`config.mk`:
```
export PLATFORM = sky130hd
export DESIGN_NAME = rf_wb_ctl
export DESIGN_NICKNAME = d
export VERILOG_FILES = /design/src/rtl/rf_wb_ctl.sv
export SDC_FILE = /design/constraint.sdc
export NUM_CORES = 1
export LEC_CHECK = 0
export BUFFER_PORTS_ARGS = -buffer_cell sky130_fd_sc_hd__clkbuf_2
export CORE_MARGIN = 2
export CORE_UTILIZATION = 60
export CTS_CLUSTER_DIAMETER = 30
export DETAILED_ROUTE_END_ITERATION = 10
export GPL_ROUTABILITY_DRIVEN = 0
export PLACE_DENSITY = 0.83
export REMOVE_ABC_BUFFERS = 1
export SYNTH_ARGS = -nofsm -noshare
export SYNTH_HDL_FRONTEND = slang
export SYNTH_SLANG_ARGS = --single-unit
export TNS_END_PERCENT = 50
```
`constraint.sdc`:
```
create_clock -name clock -period 17.7 [get_ports clock]
set_input_delay 3.54 -clock clock [delete_from_list [all_inputs] [get_ports clock]]
set_output_delay 3.54 -clock clock [all_outputs]
set_load 0.02 [all_outputs]
```
`src/rtl/rf_wb_ctl.sv`:
```
// Register-file write-back controller: merges ALU/load/mul-div results through an in-order queue.
// Optional per-register pending bitmap is built when RF_WB_SCOREBOARD_EN is defined.
module rf_wb_ctl #(
   parameter int DEPTH = 4
) (
   input  logic        clock,
   input  logic        rst,
   input  logic        alu_wr_i,
   input  logic [4:0]  alu_addr_i,
   input  logic [31:0] alu_data_i,
   input  logic        mem_wr_i,
   input  logic [4:0]  mem_addr_i,
   input  logic [31:0] mem_data_i,
   input  logic        md_wr_i,
   input  logic [4:0]  md_addr_i,
   input  logic [31:0] md_data_i,
   output logic        wren,
   output logic [4:0]  wraddress,
   output logic [31:0] data,
   output logic        stall_o,
   output logic        ovf_o,
   output logic [31:0] pend_o
);
   localparam int PTR_W = $clog2(DEPTH);
   localparam int CNT_W = PTR_W + 1;
   localparam int NSRC  = 3;
   localparam logic [CNT_W-1:0] DEPTH_C  = CNT_W'(DEPTH);
   localparam logic [CNT_W-1:0] STALL_TH = CNT_W'(DEPTH - 3);

   logic [4:0]       q_addr [DEPTH];
   logic [31:0]      q_data [DEPTH];
   logic [PTR_W-1:0] rd_ptr;
   logic [PTR_W-1:0] wr_ptr;
   logic [CNT_W-1:0] count;
   logic [CNT_W-1:0] count_next;
   logic [CNT_W-1:0] space;

   logic             req_v [NSRC];
   logic [4:0]       req_a [NSRC];
   logic [31:0]      req_d [NSRC];
   logic             push_cand [NSRC];
   logic             push_en [NSRC];
   logic [4:0]       push_a [NSRC];
   logic [31:0]      push_d [NSRC];
   logic [1:0]       n_acc;
   logic             pop;
   logic             drop;

   logic             sel_vld_p0;
   logic [4:0]       sel_addr_p0;
   logic [31:0]      sel_data_p0;

   // Index order is the retire priority; register 0 is never a real destination.
   always_comb begin
      req_v[0] = alu_wr_i & (alu_addr_i != 5'd0);
      req_a[0] = alu_addr_i;
      req_d[0] = alu_data_i;
      req_v[1] = mem_wr_i & (mem_addr_i != 5'd0);
      req_a[1] = mem_addr_i;
      req_d[1] = mem_data_i;
      req_v[2] = md_wr_i & (md_addr_i != 5'd0);
      req_a[2] = md_addr_i;
      req_d[2] = md_data_i;
   end

   // ---- stage 0: select one candidate, compact the surplus into queue slots ----
   always_comb begin
      sel_vld_p0  = 1'b0;
      sel_addr_p0 = '0;
      sel_data_p0 = '0;
      pop         = 1'b0;
      drop        = 1'b0;
      n_acc       = '0;
      for (int i = 0; i < NSRC; i++) begin
         push_cand[i] = req_v[i];
         push_en[i]   = 1'b0;
         push_a[i]    = '0;
         push_d[i]    = '0;
      end
      if (count != '0) begin
         pop         = 1'b1;
         sel_vld_p0  = 1'b1;
         sel_addr_p0 = q_addr[rd_ptr];
         sel_data_p0 = q_data[rd_ptr];
      end else begin
         for (int i = 0; i < NSRC; i++) begin
            if (req_v[i] && !sel_vld_p0) begin
               sel_vld_p0   = 1'b1;
               sel_addr_p0  = req_a[i];
               sel_data_p0  = req_d[i];
               push_cand[i] = 1'b0;
            end
         end
      end
      // The pop frees its slot before any push is counted against capacity.
      space = DEPTH_C - count + CNT_W'(pop);
      for (int i = 0; i < NSRC; i++) begin
         if (push_cand[i]) begin
            if (CNT_W'(n_acc) < space) begin
               push_en[n_acc] = 1'b1;
               push_a[n_acc]  = req_a[i];
               push_d[n_acc]  = req_d[i];
               n_acc          = n_acc + 2'd1;
            end else begin
               drop = 1'b1;
            end
         end
      end
      count_next = count - CNT_W'(pop) + CNT_W'(n_acc);
   end

   always_ff @(posedge clock) begin
      for (int j = 0; j < NSRC; j++) begin
         if (push_en[j]) begin
            q_addr[wr_ptr + PTR_W'(j)] <= push_a[j];
            q_data[wr_ptr + PTR_W'(j)] <= push_d[j];
         end
      end
   end

   // ---- stage 1: queue control and register-file output register ----
   always_ff @(posedge clock) begin
      if (rst) begin
         rd_ptr    <= '0;
         wr_ptr    <= '0;
         count     <= '0;
         stall_o   <= 1'b0;
         ovf_o     <= 1'b0;
         wren      <= 1'b0;
         wraddress <= '0;
         data      <= '0;
      end else begin
         rd_ptr  <= rd_ptr + PTR_W'(pop);
         wr_ptr  <= wr_ptr + PTR_W'(n_acc);
         count   <= count_next;
         stall_o <= (count_next > STALL_TH);
         if (drop) begin
            ovf_o <= 1'b1;
         end
         wren <= sel_vld_p0;
         if (sel_vld_p0) begin
            wraddress <= sel_addr_p0;
            data      <= sel_data_p0;
         end
      end
   end

`ifdef RF_WB_SCOREBOARD_EN
   localparam int PC_W = CNT_W + 1;

   logic            byp;
   logic [1:0]      pend_inc [32];
   logic [PC_W-1:0] pend_cnt [32];

   assign byp = sel_vld_p0 & ~pop;

   // A popped entry moves from queue to output register, so only bypasses and pushes add.
   always_comb begin
      for (int n = 0; n < 32; n++) begin
         pend_inc[n] = '0;
         for (int j = 0; j < NSRC; j++) begin
            if (push_en[j] && (push_a[j] == 5'(n))) begin
               pend_inc[n] = pend_inc[n] + 2'd1;
            end
         end
         if (byp && (sel_addr_p0 == 5'(n))) begin
            pend_inc[n] = pend_inc[n] + 2'd1;
         end
      end
   end

   always_ff @(posedge clock) begin
      if (rst) begin
         for (int n = 0; n < 32; n++) begin
            pend_cnt[n] <= '0;
         end
      end else begin
         for (int n = 1; n < 32; n++) begin
            pend_cnt[n] <= pend_cnt[n] + PC_W'(pend_inc[n])
                           - PC_W'(wren && (wraddress == 5'(n)));
         end
      end
   end

   always_comb begin
      pend_o = '0;
      for (int n = 1; n < 32; n++) begin
         pend_o[n] = (pend_cnt[n] != '0);
      end
   end
`else
   assign pend_o = 32'h0;
`endif

endmodule

```
After elaboration in Yosys (flattened, before gate mapping)
Memory sizes are Yosys's and may differ from the RTL's. A register that Yosys moved wholly into a read port is not among the register bits.
Cells that the tools add are included.
{ "word_totals": {"output_inout_bits": 72, "word_cells": 117, "memories": 2, "register_bits": 47, "ram_bits": 148, "in_bits": 116} }
{ "op_classes": {"order_cmp": 8, "reduce_logical": 10, "n_addsub": 10, "bitwise_logic": 7, "n_mux": 72} }
{ "memory_table": {"columns": ["name", "depth", "word_bits", "read_ports", "rd_clocked_by_memory_dff", "write_ports", "line", "rtl"], "rows": [
  ["q_data", 4, 32, 1, 1, 3, "31", "logic [31:0] q_data [DEPTH];"],
  ["q_addr", 4, 5, 1, 1, 3, "30", "logic [4:0] q_addr [DEPTH];"]
]} }
{ "op_table": {"columns": ["op", "count"], "rows": [
  ["96-bit 2-to-1 mux", 4],
  ["32-bit 2-to-1 mux", 8],
  ["96-bit bitwise mux", 2],
  ["32-bit demux with 2-bit select", 2],
  ["15-bit 2-to-1 mux", 4],
  ["5-bit 2-to-1 mux", 8],
  ["15-bit bitwise mux", 2],
  ["1-bit 2-to-1 mux", 27],
  ["5-bit demux with 2-bit select", 2],
  ["3-bit 2-to-1 mux", 5],
  ["5-bit nonzero test", 3],
  ["2-bit 2-to-1 mux", 6],
  ["2-bit by 1-bit adder with 2-bit output (second input constant)", 3],
  ["3-bit >= comparator (second input constant)", 2],
  ["2-bit by 3-bit less-than comparator with 1-bit output", 2],
  ["3-bit by 1-bit less-than comparator with 1-bit output (second input constant)", 2],
  ["2-bit NOT with 3-bit output", 2],
  ["3-bit bitwise OR", 2],
  ["1-bit demux with 2-bit select", 2],
  ["1-bit logical AND", 4],
  ["3-bit by 1-bit adder with 3-bit output", 1],
  ["3-bit by 2-bit adder with 3-bit output", 1],
  ["1-bit AND", 3],
  ["3-bit by 1-bit > comparator with 1-bit output (second input constant)", 1],
  ["8 further kinds", 9]
]} }

Depth between registers and ports, before layout
{ "depth": {"word_depth": 26, "mapped_depth": 27, "mapped_depth_nobuf": 24} }

Least setup slack after synthesis
No wires, ideal clock.
{ "synth_path": {"path_type": "input to register", "startpoint": "in alu_addr_i[0]", "endpoint": "mem q_addr[0][0], enable pin", "stages": 14, "setup_time_ns": 0.560, "setup_slack_ns": 6.356, "required_ns": 17.140, "arrival_ns": 10.784, "n_path_buf": 3, "cell_sequence": "or4_4 o211a_1 clkbuf_1 clkbuf_1 o21ai_0 ha_1 nand2_1 inv_1 ha_1 o21ai_0 o211ai_1 buf_4 a21boi_1 o311ai_0"} }
{ "synth_rtl": {"columns": ["element", "line", "rtl"], "rows": [
  ["start: declaration", "9", "input logic [4:0] alu_addr_i,"],
  ["end: declaration", "30", null]
]} }

Final worst setup path
{ "layout_path": {"startpoint": "in alu_addr_i[0]", "endpoint": "reg stall_o"} }
{ "layout_between": {"elab_chain_len": 15, "word_cells_on_any_way": 24, "classes_between": "add/sub (3); order compare (3); mux (12); bitwise (1); reduce/logical (5)"} }
{ "layout_rtl": {"columns": ["element", "line", "rtl"], "rows": [
  ["5-bit nonzero test (*)", "55", "req_v[0] = alu_wr_i & (alu_addr_i != 5'd0);"],
  ["1-bit AND (*)", "55", null],
  ["1-bit 2-to-1 mux", "87", "if (req_v[i] && !sel_vld_p0) begin"],
  ["1-bit 2-to-1 mux", "80", "if (count != '0) begin"],
  ["1-bit zero test", "87", null],
  ["1-bit logical AND", "87", null],
  ["1-bit 2-to-1 mux", "87", null],
  ["1-bit 2-to-1 mux", "80", null],
  ["1-bit zero test", "87", null],
  ["1-bit logical AND", "87", null],
  ["1-bit 2-to-1 mux", "87", null],
  ["3-bit 2-to-1 mux (*)", "80", null],
  ["2-bit 2-to-1 mux (*)", "98", "if (push_cand[i]) begin"],
  ["3-bit by 2-bit adder with 3-bit output (*)", "109", "count_next = count - CNT_W'(pop) + CNT_W'(n_acc);"],
  ["3-bit by 1-bit > comparator with 1-bit output (*)", "136", "stall_o <= (count_next > STALL_TH);"],
  ["end signal: assignment", "136", null],
  ["end: declaration", "20", "output logic stall_o,"]
]} }
Mark *: on every way between the ends. The rest lies on a longest branch, timed or not. The select of a mux whose other input is x is not followed.
A chain may end at the register's enable or synchronous reset.

==> metrics.csv <==
stage,metric,value,unit
sta,Slew headroom,0.0855,
sta,hold slack final,0.486,ns
synthesis,Post-synth top cells,"180 x a22o_1, 152 x mux2i_1, 148 x edfxtp_1",
setup_path,CP arrival,8.86,ns
setup_path,FF-to-FF setup slack,11.35,ns
global_routing,gr usage total,0.348,
cts,root buf cell,clkbuf_16,
synthesis,Unique masters post-synth,54,
synthesis,sequential share of the synthesized area,0.418,
floorplan,Core Region,21100,um2
power,clock power share,0.125,
drt,DR WL/cell,25.5,um
synthesis,largest area contributor in the netlist,edfxtp_1,
power,switching power share of the total,0.433,
synthesis,post-synthesis cell count,1175,
min_path,Hold Path Stages,2,
setup_path,cell mode on critical path,ha_1,
setup_path,critical path type,in2reg,
place,dpl hpwl,24000,um
synthesis,top cell type's share of synthesized area,0.345,
drt,1st-pass router iterations,8,
sta,final worst slack,9.17,ns
global_routing,largest net degree at the start of global routing,47,
floorplan,Initial Util,0.611,
synthesis,Main synth FF type,edfxtp_1,
finish,final core occ,0.675,
cts,CTS Hold Bufs,0,
drt,met1 WL,14800,um
setup_path,CP max stage cell,a21boi_4,
finish,Area growth syn-to-layout,10.3,%
power,share of power burned in combinational logic,0.577,
drt,DR top layer,met4,
cts,clk sinks,195,
sta,fmax,117,MHz
synthesis,"top cells by area, synth","edfxtp_1 34%, a22o_1 12%, mux2i_1 12%",
sta,min Tclk post-route,8.53,ns
global_routing,vias in the first global route,11000,
setup_path,CP endpoint kind,register,
sta,final slew viol count,0,
floorplan,die area,22700,um2
power,Pint,1.73,mW
synthesis,number of synthesized flops with an enable pin,148,
setup_path,worst reg2reg path depth,26,
setup_path,RR Endpoint,stall_o,
place,setup slack after placement,8.86,ns
cts,postcts setup bufs,0,
synthesis,syn_area_per_cell,11.0,um2
floorplan,row count,53,
floorplan,Die X,151,um
power,Sw Pwr,1.32,mW
synthesis,Ys Warns,0,
drt,vias per cell,7.22,
synthesis,#FFs+latches synth,195,
cts,CTS Buf Count,17,
min_path,hold path start,data[19],
min_path,hold endpoint,data[19],
finish,n_diodes,0,
power,share of power burned in registers,0.299,
power,Pleak,6.28,nW
cts,post-CTS sizing,0,
cts,H-tree Lvls,4,
setup_path,startpoint types,primary input,
synthesis,ys async rst share,0,
sta,setup total negative slack,0,ns
setup_path,CP required,18.03,ns
cts,clk_lat worst skew,0.43,ns
cts,Clock Path Buffers,2,
min_path,Hold Path Class,reg2reg,
drt,# DRC,0,
drt,via count,11200,
sta,Clock Skew,0.00775,ns
floorplan,I/O pins,188,
power,maximum vdd drop,0.179,mV
drt,met3 WL,5280,um
finish,layout cells sized above 1,0.221,
synthesis,"count leader, synth",a22o_1,
sta,Setup-failing EPs final,0,
drt,final WL,39500,um
floorplan,Die H,151,um
sta,final hold vios,0,
drt,metal2 WL,18300,um
setup_path,CP peak stage delay,0.61,ns
cts,CTS tree,done,
place,PortBufs,155,
drt,First DRT Iteration DRCs,1571,
setup_path,crit-path cells,clkbuf_2 -> or4_4 -> o211ai_2 -> a21oi_1 -> ha_1 -> nand2_1 -> inv_1 -> ha_1 -> nor2_1 -> o221ai_2 -> a21boi_4 -> buf_4 -> xnor2_1 -> inv_1 -> ha_1 -> inv_1 -> ha_1 -> fa_1 -> xor2_1 -> xnor2_1 -> nor2_1 -> or2_2,
cts,clock transition at the registers of the reported paths,0.07,ns
finish,NumNets Final,1392,
power,power per cell area,214,nW/um2
global_routing,global-route wire length before repair,60400,um
drt,post-route ant nets,0,
job,max-cap violation count,0,
sta,final worst-path cycle share,0.482,
setup_path,Reg-to-Reg Start,count[0],
synthesis,Mapped Area,12900,um2
sta,unrepaired setup endpoints after global routing,false,
global_routing,initial antenna violation count,0,
global_routing,Overflow after GRT,0,
sta,worst-margin pin slew,1.37,ns
outcome,status,completed,
power,Overall Power,3.05,mW
setup_path,Critical Path Fanout Max,37,
## critical path, delay by kind of cell
| kind | cells | cell delay, ns |
|---|---|---|
| AOI/OAI and AO/OA | 4 | 1.20 |
| xor gates and xnor gates | 3 | 0.56 |
| adders and majority gates | 5 | 1.36 |
| buffers and inverters | 5 | 0.97 |
| and+or+nand+nor | 5 | 1.21 |
## layer usage
metal | vias to the layer above | track usage
li1 | 4754 | -
met1 | 5385 | 0.471
met2 | 938 | 0.548
met3 | 124 | 0.0800
met4 | 0 | 0.138
met5 | - | 0
## cells by family after synthesis
family                     after synthesis  share of synthesized area
xor gates and xnor gates                 7                    0.00475
and+or+nand+nor                        240                     0.0879
other                                    1                   0.000291
buffers and inverters                  160                     0.0664
adders and majority gates               14                     0.0140
muxes                                  190                      0.183
DFF                                    195                      0.418
AOI/OAI and AO/OA                      368                      0.226
## layout make-up
cell class	count	area [um2]
Clock inverter	8	77.6
Clock buffer	24	492
Sequential cell	195	5390
Tap cell	275	344
Multi-Input combinational cell	851	6870
Fill cell	1563	6860
Inverter	10	37.5
Timing Repair Buffer	188	1020
## sequential cells by signal, indices dropped and copies added, names as in the netlist
| register | count |
|---|---|
| count | 3 |
| data | 32 |
| ovf_o | 1 |
| q_addr | 20 |
| q_data | 128 |
| rd_ptr | 2 |
| stall_o | 1 |
| wr_ptr | 2 |
| wraddress | 5 |
| wren | 1 |
## metrics by stage
step           cells  cell area, um2
2_1_floorplan   1056           12200
3_3_place_gp    1519           13700
3_5_place_dp    1519           13700
4_1_cts         1551           14200
5_1_grt         1551           14200
6_report        1551           14200
## power groups by stage
stage / registers [mW] / clock network [mW] / logic [mW]
floorplan: 0.974 / 0 / 1.15
global placement: 0.906 / 0 / 1.65
detailed placement: 0.917 / 0 / 1.70
CTS: 0.908 / 0.379 / 1.71
global route: 0.926 / 0.396 / 1.88
finish: 0.911 / 0.380 / 1.76
## cells in the final DEF, fill, tap and decap left out, drive strengths merged, types with 2 or more instances in the layout
| master | synthesis | routed |
|---|---|---|
| a31oi | 3 | 3 |
| clkbuf | 57 | 179 |
| nand2b | 2 | 2 |
| nor2 | 89 | 89 |
| inv | 10 | 10 |
| mux2i | 152 | 152 |
| nand4 | 2 | 2 |
| a21oi | 85 | 85 |
| o21ai | 5 | 5 |
| or4 | 3 | 3 |
| conb | 1 | 32 |
| a221oi | 36 | 36 |
| nor2b | 10 | 10 |
| ha | 12 | 12 |
| clkinv | 0 | 2 |
| edfxtp | 148 | 148 |
| o211ai | 8 | 8 |
| nor3 | 6 | 6 |
| xnor2 | 6 | 6 |
| a22o | 180 | 180 |
| buf | 93 | 33 |
| nand3 | 39 | 39 |
| and2 | 41 | 41 |
| nand2 | 44 | 44 |
| o21a | 4 | 4 |
| a32oi | 36 | 36 |
| mux4 | 37 | 37 |
| clkinvlp | 0 | 5 |
| nor4 | 3 | 3 |
| dfxtp | 47 | 47 |
| a21boi | 3 | 3 |
## how the worst max path moves through the flow
stage / startpoint / endpoint / slack [ns]
2_1_floorplan: alu_addr_i[0] / q_addr[2][0] / 5.26
5_1_grt: alu_addr_i[0] / stall_o / 8.94
3_5_place_dp: alu_addr_i[0] / stall_o / 8.86
6_report: alu_addr_i[0] / stall_o / 9.17
4_1_cts: alu_addr_i[0] / stall_o / 9.29
3_3_place_gp: alu_addr_i[0] / stall_o / 9.08
(Power assumes the default switching activity.)
